File: src/rtl/inert_pkg.sv
`timescale 1ns/1ps
// inert_pkg
// Shared definitions for the inertial-sensor SPI serf model: the register
// address map and the frame-decoder state encoding.
package inert_pkg;

    localparam logic [6:0] INT1_CTRL     = 7'h0D;
    localparam logic [6:0] WHO_AM_I_ADDR = 7'h0F;
    localparam logic [6:0] CTRL2_G       = 7'h11;
    localparam logic [6:0] CTRL3_C       = 7'h14;
    localparam logic [6:0] OUTZ_L_G      = 7'h26;
    localparam logic [6:0] OUTZ_H_G      = 7'h27;

    typedef enum logic [1:0] {
        IDLE = 2'd0,
        ADDR = 2'd1,
        DATA = 2'd2,
        DONE = 2'd3
    } serf_state_t;

endpackage

File: src/rtl/spi_serf_sync.sv
`timescale 1ns/1ps
// spi_serf_sync
// Brings the asynchronous SPI pins into the clk domain and produces
// single-clk edge strobes.
// Ports:
//   clk, rst_n                    system clock, async active-low reset
//   SS_n, SCLK, MOSI              raw SPI pins
//   sclk_rise, sclk_fall          one-clk strobes on synced SCLK edges
//   ss_fall, ss_rise              one-clk strobes on synced SS_n edges
//   mosi_s                        synchronized MOSI
module spi_serf_sync #(
    parameter int SYNC_STAGES = 2
) (
    input  logic clk,
    input  logic rst_n,
    input  logic SS_n,
    input  logic SCLK,
    input  logic MOSI,
    output logic sclk_rise,
    output logic sclk_fall,
    output logic ss_fall,
    output logic ss_rise,
    output logic mosi_s
);

    logic [SYNC_STAGES-1:0] ss_sync;
    logic [SYNC_STAGES-1:0] sclk_sync;
    logic [SYNC_STAGES-1:0] mosi_sync;
    logic                   ss_d;
    logic                   sclk_d;
    logic                   ss_s;
    logic                   sclk_s;

    // The SS_n chain resets to 0 (not to its idle level of 1) so that a
    // reset released while a master still holds SS_n low produces no fall
    // strobe; the block then waits for a genuine new frame. The spurious
    // rise seen when SS_n is high after reset lands in IDLE, where it is
    // ignored.
    always_ff @(posedge clk or negedge rst_n) begin
        if (!rst_n) begin
            ss_sync   <= '0;
            sclk_sync <= '0;
            mosi_sync <= '0;
            ss_d      <= 1'b0;
            sclk_d    <= 1'b0;
        end else begin
            ss_sync   <= {ss_sync[SYNC_STAGES-2:0], SS_n};
            sclk_sync <= {sclk_sync[SYNC_STAGES-2:0], SCLK};
            mosi_sync <= {mosi_sync[SYNC_STAGES-2:0], MOSI};
            ss_d      <= ss_s;
            sclk_d    <= sclk_s;
        end
    end

    assign ss_s      = ss_sync[SYNC_STAGES-1];
    assign sclk_s    = sclk_sync[SYNC_STAGES-1];
    assign mosi_s    = mosi_sync[SYNC_STAGES-1];
    assign sclk_rise = sclk_s & ~sclk_d;
    assign sclk_fall = ~sclk_s & sclk_d;
    assign ss_fall   = ~ss_s & ss_d;
    assign ss_rise   = ss_s & ~ss_d;

endmodule

File: src/rtl/inert_spi_serf.sv
`timescale 1ns/1ps
// inert_spi_serf
// SPI mode-0 responder modelling a 6-axis inertial sensor's gyro link.
// Decodes 16-bit R/nW frames, holds three config registers, serves the
// latest yaw-rate sample as two bytes with a read-coherency lock, and
// raises a level INT on new data.
// Ports:
//   clk, rst_n                    system clock, async active-low reset
//   SS_n, SCLK, MOSI, MISO        SPI link (MISO is 0 when not serving a read)
//   INT                           data-ready interrupt, active-high level
//   yaw_in, yaw_vld               new signed yaw sample and its one-clk strobe
//   int1_ctrl, ctrl2_g, ctrl3_c   current values of regs 0x0D, 0x11, 0x14
module inert_spi_serf
    import inert_pkg::*;
#(
    parameter logic [7:0] WHO_AM_I    = 8'h6A,
    parameter int         SYNC_STAGES = 2
) (
    input  logic               clk,
    input  logic               rst_n,
    input  logic               SS_n,
    input  logic               SCLK,
    input  logic               MOSI,
    output logic               MISO,
    output logic               INT,
    input  logic signed [15:0] yaw_in,
    input  logic               yaw_vld,
    output logic        [7:0]  int1_ctrl,
    output logic        [7:0]  ctrl2_g,
    output logic        [7:0]  ctrl3_c
);

    logic        sclk_rise, sclk_fall, ss_fall, ss_rise, mosi_s;
    serf_state_t state, state_nxt;
    logic [4:0]  bit_cnt;
    logic [15:0] rx_shift;
    logic [7:0]  tx_shift;
    logic [7:0]  cmd_byte;
    logic [7:0]  yaw_h, yaw_l;
    logic [15:0] pend_buf;
    logic        lock, pending;
    logic        commit, commit_wr, commit_rd;
    logic [6:0]  commit_addr;
    logic        capture;
    logic [15:0] cap_val;

    spi_serf_sync #(.SYNC_STAGES(SYNC_STAGES)) u_sync (
        .clk       (clk),
        .rst_n     (rst_n),
        .SS_n      (SS_n),
        .SCLK      (SCLK),
        .MOSI      (MOSI),
        .sclk_rise (sclk_rise),
        .sclk_fall (sclk_fall),
        .ss_fall   (ss_fall),
        .ss_rise   (ss_rise),
        .mosi_s    (mosi_s)
    );

    function automatic logic [7:0] read_mux(input logic [6:0] addr);
        case (addr)
            INT1_CTRL:     read_mux = int1_ctrl;
            WHO_AM_I_ADDR: read_mux = WHO_AM_I;
            CTRL2_G:       read_mux = ctrl2_g;
            CTRL3_C:       read_mux = ctrl3_c;
            OUTZ_L_G:      read_mux = yaw_l;
            OUTZ_H_G:      read_mux = yaw_h;
            default:       read_mux = 8'h00;
        endcase
    endfunction

    // ---- frame FSM: state register ----
    always_ff @(posedge clk or negedge rst_n) begin
        if (!rst_n) state <= IDLE;
        else        state <= state_nxt;
    end

    // ---- frame FSM: next state ----
    always_comb begin
        state_nxt = state;
        case (state)
            IDLE: if (ss_fall) state_nxt = ADDR;
            ADDR: begin
                if (ss_rise)                            state_nxt = IDLE;
                else if (sclk_rise && bit_cnt == 5'd7)  state_nxt = DATA;
            end
            DATA: begin
                if (ss_rise)                            state_nxt = IDLE;
                else if (sclk_rise && bit_cnt == 5'd15) state_nxt = DONE;
            end
            DONE: if (ss_rise) state_nxt = IDLE;
            default: state_nxt = IDLE;
        endcase
    end

    // ---- frame FSM: outputs ----
    always_comb begin
        MISO = 1'b0;
        if (state == DATA) MISO = tx_shift[7];
    end

    assign cmd_byte    = {rx_shift[6:0], mosi_s};
    assign commit      = (state == DONE) && ss_rise;
    assign commit_wr   = commit && !rx_shift[15];
    assign commit_rd   = commit && rx_shift[15];
    assign commit_addr = rx_shift[14:8];

    // ---- shift path ----
    // The fall that directly follows the 8th rise (bit_cnt == 8) must not
    // shift: the master samples tx_shift[7] on the 9th rise. Shifting
    // starts on the fall after the 9th rise.
    always_ff @(posedge clk or negedge rst_n) begin
        if (!rst_n) begin
            bit_cnt  <= '0;
            rx_shift <= '0;
            tx_shift <= '0;
        end else begin
            if (state == IDLE && ss_fall) begin
                bit_cnt <= '0;
            end else if ((state == ADDR || state == DATA) && sclk_rise) begin
                rx_shift <= {rx_shift[14:0], mosi_s};
                bit_cnt  <= bit_cnt + 5'd1;
            end

            if (state == ADDR && sclk_rise && bit_cnt == 5'd7)
                tx_shift <= cmd_byte[7] ? read_mux(cmd_byte[6:0]) : 8'h00;
            else if (state == DATA && sclk_fall && bit_cnt > 5'd8)
                tx_shift <= {tx_shift[6:0], 1'b0};
        end
    end

    // ---- register file commit ----
    always_ff @(posedge clk or negedge rst_n) begin
        if (!rst_n) begin
            int1_ctrl <= 8'h00;
            ctrl2_g   <= 8'h00;
            ctrl3_c   <= 8'h00;
        end else if (commit_wr) begin
            case (commit_addr)
                INT1_CTRL: int1_ctrl <= rx_shift[7:0];
                CTRL2_G:   ctrl2_g   <= rx_shift[7:0];
                CTRL3_C:   ctrl3_c   <= rx_shift[7:0];
                default:   ;
            endcase
        end
    end

    // A fresh sample wins over a pending one if both are available at once.
    always_comb begin
        capture = 1'b0;
        cap_val = pend_buf;
        if (!lock && yaw_vld) begin
            capture = 1'b1;
            cap_val = yaw_in;
        end else if (!lock && pending) begin
            capture = 1'b1;
        end
    end

    // ---- sample capture, lock and INT ----
    always_ff @(posedge clk or negedge rst_n) begin
        if (!rst_n) begin
            yaw_h    <= 8'h00;
            yaw_l    <= 8'h00;
            pend_buf <= 16'h0000;
            pending  <= 1'b0;
            lock     <= 1'b0;
            INT      <= 1'b0;
        end else begin
            if (capture) begin
                yaw_h <= cap_val[15:8];
                yaw_l <= cap_val[7:0];
            end

            if (lock && yaw_vld) begin
                pend_buf <= yaw_in;
                pending  <= 1'b1;
            end else if (capture) begin
                pending  <= 1'b0;
            end

            if (commit_rd && commit_addr == OUTZ_L_G)      lock <= 1'b1;
            else if (commit_rd && commit_addr == OUTZ_H_G) lock <= 1'b0;

            if (capture && int1_ctrl[1])                   INT <= 1'b1;
            else if (commit_rd && commit_addr == OUTZ_H_G) INT <= 1'b0;
        end
    end

endmodule

File: config.mk
export PLATFORM = sky130hd
export DESIGN_NAME = inert_spi_serf
export DESIGN_NICKNAME = d
export VERILOG_FILES = /design/src/rtl/inert_pkg.sv /design/src/rtl/spi_serf_sync.sv /design/src/rtl/inert_spi_serf.sv
export SDC_FILE = /design/constraint.sdc
export NUM_CORES = 1
export LEC_CHECK = 0
export CORE_ASPECT_RATIO = 1.5
export CORE_MARGIN = 8
export CORE_UTILIZATION = 37
export DETAILED_ROUTE_END_ITERATION = 16
export MAX_ROUTING_LAYER = met4
export PLACE_DENSITY_LB_ADDON = 0.08
export SETUP_SLACK_MARGIN = 0.5
export SLEW_MARGIN = 20
export SYNTH_ARGS = -nofsm -noshare
export SYNTH_HDL_FRONTEND = slang
export SYNTH_SLANG_ARGS = --single-unit
File: constraint.sdc
create_clock -name clk -period 2.4 [get_ports clk]
set_input_delay 0.36 -clock clk [delete_from_list [all_inputs] [get_ports clk]]
set_output_delay 0.36 -clock clk [all_outputs]
set_load 0.1 [all_outputs]
Word level (Yosys, flattened, before mapping)
Index checks and enable logic that the tools add are counted.
{ "classes": {"muxes": 22, "multipliers": 0, "reduce_logical": 31, "shifts": 0, "div": 0, "magnitude_cmp": 1, "n_addsub": 1, "eq_ne": 20, "bitwise_logic": 9} }
{ "ops": {"columns": ["op", "n"], "rows": [
  ["case mux 8 bit (6 select lines)", 1],
  ["== test 7 x 5 -> 1 bit, second input constant", 4],
  ["== test 7 x 6 -> 1 bit, second input constant", 4],
  ["two-way mux 8 bit", 3],
  ["== test 7 x 4 -> 1 bit, second input constant", 3],
  ["logical AND 1 bit", 17],
  ["two-way mux 16 bit", 1],
  ["two-way mux 2 bit", 6],
  ["two-way mux 5 bit", 2],
  ["nonzero test 2 bit", 5],
  ["two-way mux 1 bit", 8],
  ["case mux 2 bit (4 select lines)", 1],
  ["AND reduction 2 bit", 4],
  ["inequality test 3 bit, second input constant", 2],
  ["adder 5 x 1 -> 5 bit, second input constant", 1],
  ["== test 5 x 3 -> 1 bit, second input constant", 1],
  ["== test 5 x 4 -> 1 bit, second input constant", 1],
  ["greater-than comparator 5 x 4 -> 1 bit, second input constant", 1],
  ["NOT 1 bit", 5],
  ["AND 1 bit", 4],
  ["== test 2 bit, second input constant", 2],
  ["inequality test 2 bit, second input constant", 2],
  ["AND reduction 4 bit", 1],
  ["== test 2 x 1 -> 1 bit, second input constant", 1],
  ["other kinds (3)", 4]
]} }
{ "word_totals": {"mem_bits_rw": 0, "latch_bits": 0, "input_bits": 22, "wordCells": 102, "mem_count": 0, "mem_bits_ro": 0, "regBits": 98} }

Depth between registers and ports, before layout
{ "logic_depth": {"word_depth": 7, "mapped_depth": 9} }

Modules after synthesis
From an unflattened synthesis, not the netlist that was laid out.
{ "unflattened": {"hier_cells": 389, "hier_area_um2": 4584.4} }
{ "by_module_without_submodules": {"columns": ["mod", "instances", "cells_each", "area_each_um2"], "rows": [
  ["inert_spi_serf", 1, 377, 4349.2],
  ["spi_serf_sync", 1, 12, 235.2]
]} }

Least setup slack after synthesis
Ideal clock, no wire load.
{ "synth_path": {"path_kind": "reg-to-reg", "startpoint": "register state[1]", "endpoint": "register rx_shift[1]", "slack_ps": 384, "path_buffers": 3, "synth_period_minus_slack_ps": 2016, "path_stages_with_launch": 9, "arrival_ps": 1891, "required_ps": 2275, "cell_sequence": "dfrtp_1 > inv_1 > ha_1 > and3_1 > clkbuf_1 > nand2b_1 > buf_2 > buf_2 > mux2_2"} }
{ "synth_between": {"elab_chain_len": 4, "word_cells_on_any_way": 8, "classes_between": "eq/ne: 2; bitwise: 1; reduce/logical: 5"} }
{ "synth_lines": {"columns": ["element", "line", "rtl"], "rows": [
  ["from (decl)", "inert_spi_serf.sv:34", "serf_state_t state, state_nxt;"],
  ["from (signal assigned)", "inert_spi_serf.sv:75", "else state <= state_nxt;"],
  ["== test 2 x 1 -> 1 bit, or another cell as far along", "inert_spi_serf.sv:120", "end else if ((state == ADDR || state == DATA) && sclk_rise) begin"],
  ["logical OR 1 bit or logical AND 1 bit (tied branches)", "inert_spi_serf.sv:120, inert_spi_serf.sv:118", null],
  ["logical AND 1 bit or NOT 1 bit (tied branches)", null, null],
  ["AND reduction 2 bit (no line) (*)", null, null],
  ["to (signal assigned)", "inert_spi_serf.sv:121", "rx_shift <= {rx_shift[14:0], mosi_s};"],
  ["to (decl)", "inert_spi_serf.sv:36", "logic [15:0] rx_shift;"]
]} }
Mark *: on every way between the ends. The rest lies on a longest branch, timed or not.
A chain may end at the register's enable or synchronous reset.

Final worst setup path
{ "layout_path": {"startpoint": "register u_sync.ss_d", "endpoint": "register int1_ctrl[2]"} }
{ "layout_between": {"elab_chain_len": 5} }
{ "layout_lines": {"columns": ["element", "line", "rtl"], "rows": [
  ["from (decl)", "spi_serf_sync.sv:29", "logic ss_d;"],
  ["from (signal assigned)", "spi_serf_sync.sv:50", "ss_d <= ss_s;"],
  ["NOT 1 bit", "spi_serf_sync.sv:61", "assign ss_rise = ss_s & ~ss_d;"],
  ["AND 1 bit", "spi_serf_sync.sv:61", null],
  ["logical AND 1 bit", "inert_spi_serf.sv:103", "assign commit = (state == DONE) && ss_rise;"],
  ["logical AND 1 bit", "inert_spi_serf.sv:104", "assign commit_wr = commit && !rx_shift[15];"],
  ["AND reduction 2 bit (no line)", null, null],
  ["to (signal assigned)", "inert_spi_serf.sv:140", "INT1_CTRL: int1_ctrl <= rx_shift[7:0];"],
  ["to (decl)", "inert_spi_serf.sv:28", "output logic [7:0] int1_ctrl,"]
]} }
Every way passes these cells.

==> results.ini <==
[run_status]
status = finished clean

[synthesis]
syn_inst = 397
yosys_warnings = 0
syn_nets = 426
synth_enable_flop_cells = 0
ys_types = 56
syn_area_sq_um = 4648
synth_top_flop_cell = dfrtp_1
ys_ff_latch = 98
async_flop_share_pct = 100.0
avgSynthCellArea_sq_um = 11.71
yosysSeqAreaShare_pct = 52.76

[critical_path]
critPathKind = flip-flop to flip-flop
ff2ff_setup_slack_ns = 0.51
worstRegToRegCells = 5
cp_max_fo = 8
timing.rr.end = int1_ctrl[2]$_DFFE_PN0P_
crit_path_end_kind = flip-flop
start_kind = flip-flop
required_ns = 2.62
r2r_start = u_sync.ss_d$_DFF_PN0_
worstPathArrival_ns = 2.12
critPathSlowestCell = dfrtp_1
path_cells = nor4b_4, nor4b_4, buf_6, nand4_4, mux2_4
cpPeakStageDelay_ns = 0.47
crit_top_cell = nor4b_4

[global_routing]
grt_max_degree = 44
grt_pass1_wl_um = 19070
grt_pass1_vias = 3482
grt_usage_pct = 15.22
overflow = 0
antenna_found_initial = 0

[worst_hold_path]
holdPathEnd = u_sync.mosi_sync[1]$_DFF_PN0_
hold_start = u_sync.mosi_sync[0]$_DFF_PN0_
holdPathStages = 0
hold_class = flip-flop to flip-flop

[place]
hpwl_um = 8763
post-place-cells = 596
portBuffers = 47
gp_congestion = 0.8512
postPlaceCellArea_sq_um = 5310

[clock_network]
cts_inserted_buffers = 9
clkLatencyLatePin_ns = 0.34
cts_tree = yes
cts.clk_slew.worst_paths_ns = 0.07
cts_buffer_depth = 2
htree_levels = 3
clkSinkCount = 98
root_buffer = clkbuf_16

[drt]
dr.pass1.iters = 4
drt_wl_total_um = 11910
vias = 3290
vias_per_cell = 5.239
drc = 0
drt_iter0_markers = 77
ant_nets = 0
wire_per_inst_um = 18.96

[die]
num_io_pins = 48
core_area_sq_um = 12390
die_area_sq_um = 16480
rows = 50
die_h_um = 153.3
initial_core_util_pct = 37.53
die_width_um = 107.5

[pwr]
max-vdd-ir-drop_v = 0.0003196
powerDensity_nw_per_um2 = 784.4
p_leak_nw = 2.759

[sta]
finClkSkew_ns = 0.008365
fin_crit_sh_pct = 78.88
tns_ns = 0
worstMarginPinSlew_ns = 0.4981
max_freq_mhz = 528.2
finalHoldViolCount = 0
whs_ns = 0.3542
slew-limit-headroom_pct = 66.79
maxSlewViolCount = 0
setup_violations = 0
finalCriticalPeriod_ns = 1.893
rsz0062_at_grt = true

[final_layout]
postLayoutCoreUtil_pct = 47.20
diodes = 0
post-route-cell-area_sq_um = 5847
drive_above_1_share_pct = 34.96
instances_no_fill = 628
fin_nets = 496
syn2layout_area_growth_pct = 25.79

[job]
maxCapViolations = 0

==> logic make-up (layout without fill, tap and decap cells) <==
logic type / count (synthesis) / after routing / synth area share (%)
and+or+nand+nor: 113 / 113 / 15.56
AOI/OAI and AO/OA: 86 / 86 / 12.11
muxes: 58 / 58 / 14.16
xor gates and xnor gates: 3 / 3 / 0.5654
adders and majority gates: 7 / 7 / 1.884
buffers and inverters: 32 / 107 / 2.960
DFF: 98 / 98 / 52.76
==> synth_stat cells (3+ instances only) <==
| cell type | instances | area (sq um) |
|---|---|---|
| a21oi_1 | 22 | 110.1 |
| a221o_1 | 5 | 50.05 |
| a22o_1 | 4 | 35.03 |
| a22oi_1 | 5 | 37.54 |
| a2bb2oi_1 | 3 | 26.28 |
| a31o_1 | 3 | 26.28 |
| a32o_1 | 3 | 30.03 |
| a41oi_1 | 3 | 26.28 |
| and2_1 | 3 | 18.77 |
| and3_1 | 3 | 18.77 |
| and3b_1 | 16 | 140.1 |
| buf_2 | 7 | 35.03 |
| clkbuf_1 | 12 | 45.04 |
| dfrtp_1 | 98 | 2452 |
| ha_1 | 7 | 87.58 |
| inv_1 | 9 | 33.78 |
| mux2_2 | 54 | 608.1 |
| nand2_1 | 41 | 153.9 |
| nand2b_1 | 3 | 18.77 |
| nand3_1 | 3 | 15.01 |
| nor2_1 | 13 | 48.80 |
| nor2b_1 | 9 | 56.30 |
| o21ai_0 | 27 | 135.1 |
==> repair_timing <==
item	in CTS	in global routing
hold buffers	1	0
setup buffers	10	5
pin swaps	3	7
endpoints found under the setup margin	49	50
hold endpoints to repair	27	0
gates resized for setup	13	22
gates cloned	0	0
==> how the worst max path moves through the flow <==
stage / startpoint / to / slack, ns / cells after the start
after floorplan: state[0]$_DFFE_PN0P_ / ctrl3_c[0]$_DFFE_PN0P_ / 0.51 / 5
after global placement: rx_shift[0]$_DFFE_PN0P_ / tx_shift[3]$_DFFE_PN0P_ / 0.28 / 5
after detailed placement: state[0]$_DFFE_PN0P_ / ctrl2_g[3]$_DFFE_PN0P_ / 0.25 / 5
after CTS: bit_cnt[0]$_DFFE_PN0P_ / state[0]$_DFFE_PN0P_ / 0.49 / 6
after global routing: rx_shift[4]$_DFFE_PN0P_ / tx_shift[3]$_DFFE_PN0P_ / 0.41 / 6
final: u_sync.ss_d$_DFF_PN0_ / int1_ctrl[2]$_DFFE_PN0P_ / 0.51 / 5
==> layout by cell type (no fill, tap or decap), drive strengths merged, types with 2 or more instances in the layout <==
cell           Yosys  routed
a211oi             2       2
a41oi              3       3
and3               3       3
xor2               2       2
nand4b             2       2
nor2              13      13
a21oi             22      22
a22oi              5       5
and2               3       3
clkdlybuf4s50      0      20
a2bb2oi            3       3
mux2              56      56
clkbuf            13       9
nor3               2       2
and4b              2       2
inv               10      13
nor4               2       2
a32o               3       3
nor2b              9       9
a31oi              2       2
ha                 7       7
nand2b             3       3
mux2i              2       2
buf                9      60
nor4b              4       4
and3b             16      16
a221o              5       5
o21ai             28      28
dfrtp             98      98
nand3              3       3
clkinv             0       3
a31o               3       3
a22o               4       4
nand2             41      41
nand4              4       4
==> per-layer routing <==
metal | vias up | share of wire, % | wire length (um) | GRT usage [%]
met5 | - | 0 | 0 | -
met4 | 0 | 2.8 | 330 | 6.375
met3 | 19 | 3.1 | 367 | 3.114
met2 | 57 | 52 | 6136 | 25.30
met1 | 1629 | 43 | 5072 | 17.24
li1 | 1585 | - | - | -
==> critical path, delay by kind of cell, from the launching register on <==
kind / cells / cell delay [ns]
multiplexers: 1 / 0.36
AND/OR/NAND/NOR: 3 / 0.77
buffers and inverters: 1 / 0.17
flip-flops: 1 / 0.47
==> power breakdown <==
part | internal (mW) | total [mW] | leakage (nW) | switching [mW]
sequential | 1.81 | 2.06 | 1.29 | 0.254
clock | 0.713 | 1.37 | 0.137 | 0.659
combinational | 0.595 | 1.15 | 1.33 | 0.557
==> area by class of cell <==
class	count	area, sq um
Fill cell	1157	6540
Sequential cell	98	2464
Multi-Input combinational cell	267	2165
Timing Repair Buffer	81	708.2
Clock buffer	9	225.2
Tap cell	156	195.2
Clock inverter	7	52.55
Inverter	10	37.54
==> through the flow <==
step | setup WS, ns | power [mW]
2_1_floorplan | 0.5094 | 2.629
3_3_place_gp | 0.2819 | 2.941
4_1_cts | 0.4938 | 4.466
5_1_grt | 0.4118 | 4.828
6_report | 0.5069 | 4.586
3_5_place_dp | 0.2469 | 2.967
==> flip-flops by register name (all words and copies together), names as in the netlist, 5 cells and up <==
register and flops:
tx_shift 8, pend_buf 16, yaw_h 8, yaw_l 8
rx_shift 16, ctrl2_g 8, bit_cnt 5, int1_ctrl 8
ctrl3_c 8
Power figures use the tool's default switching activity.
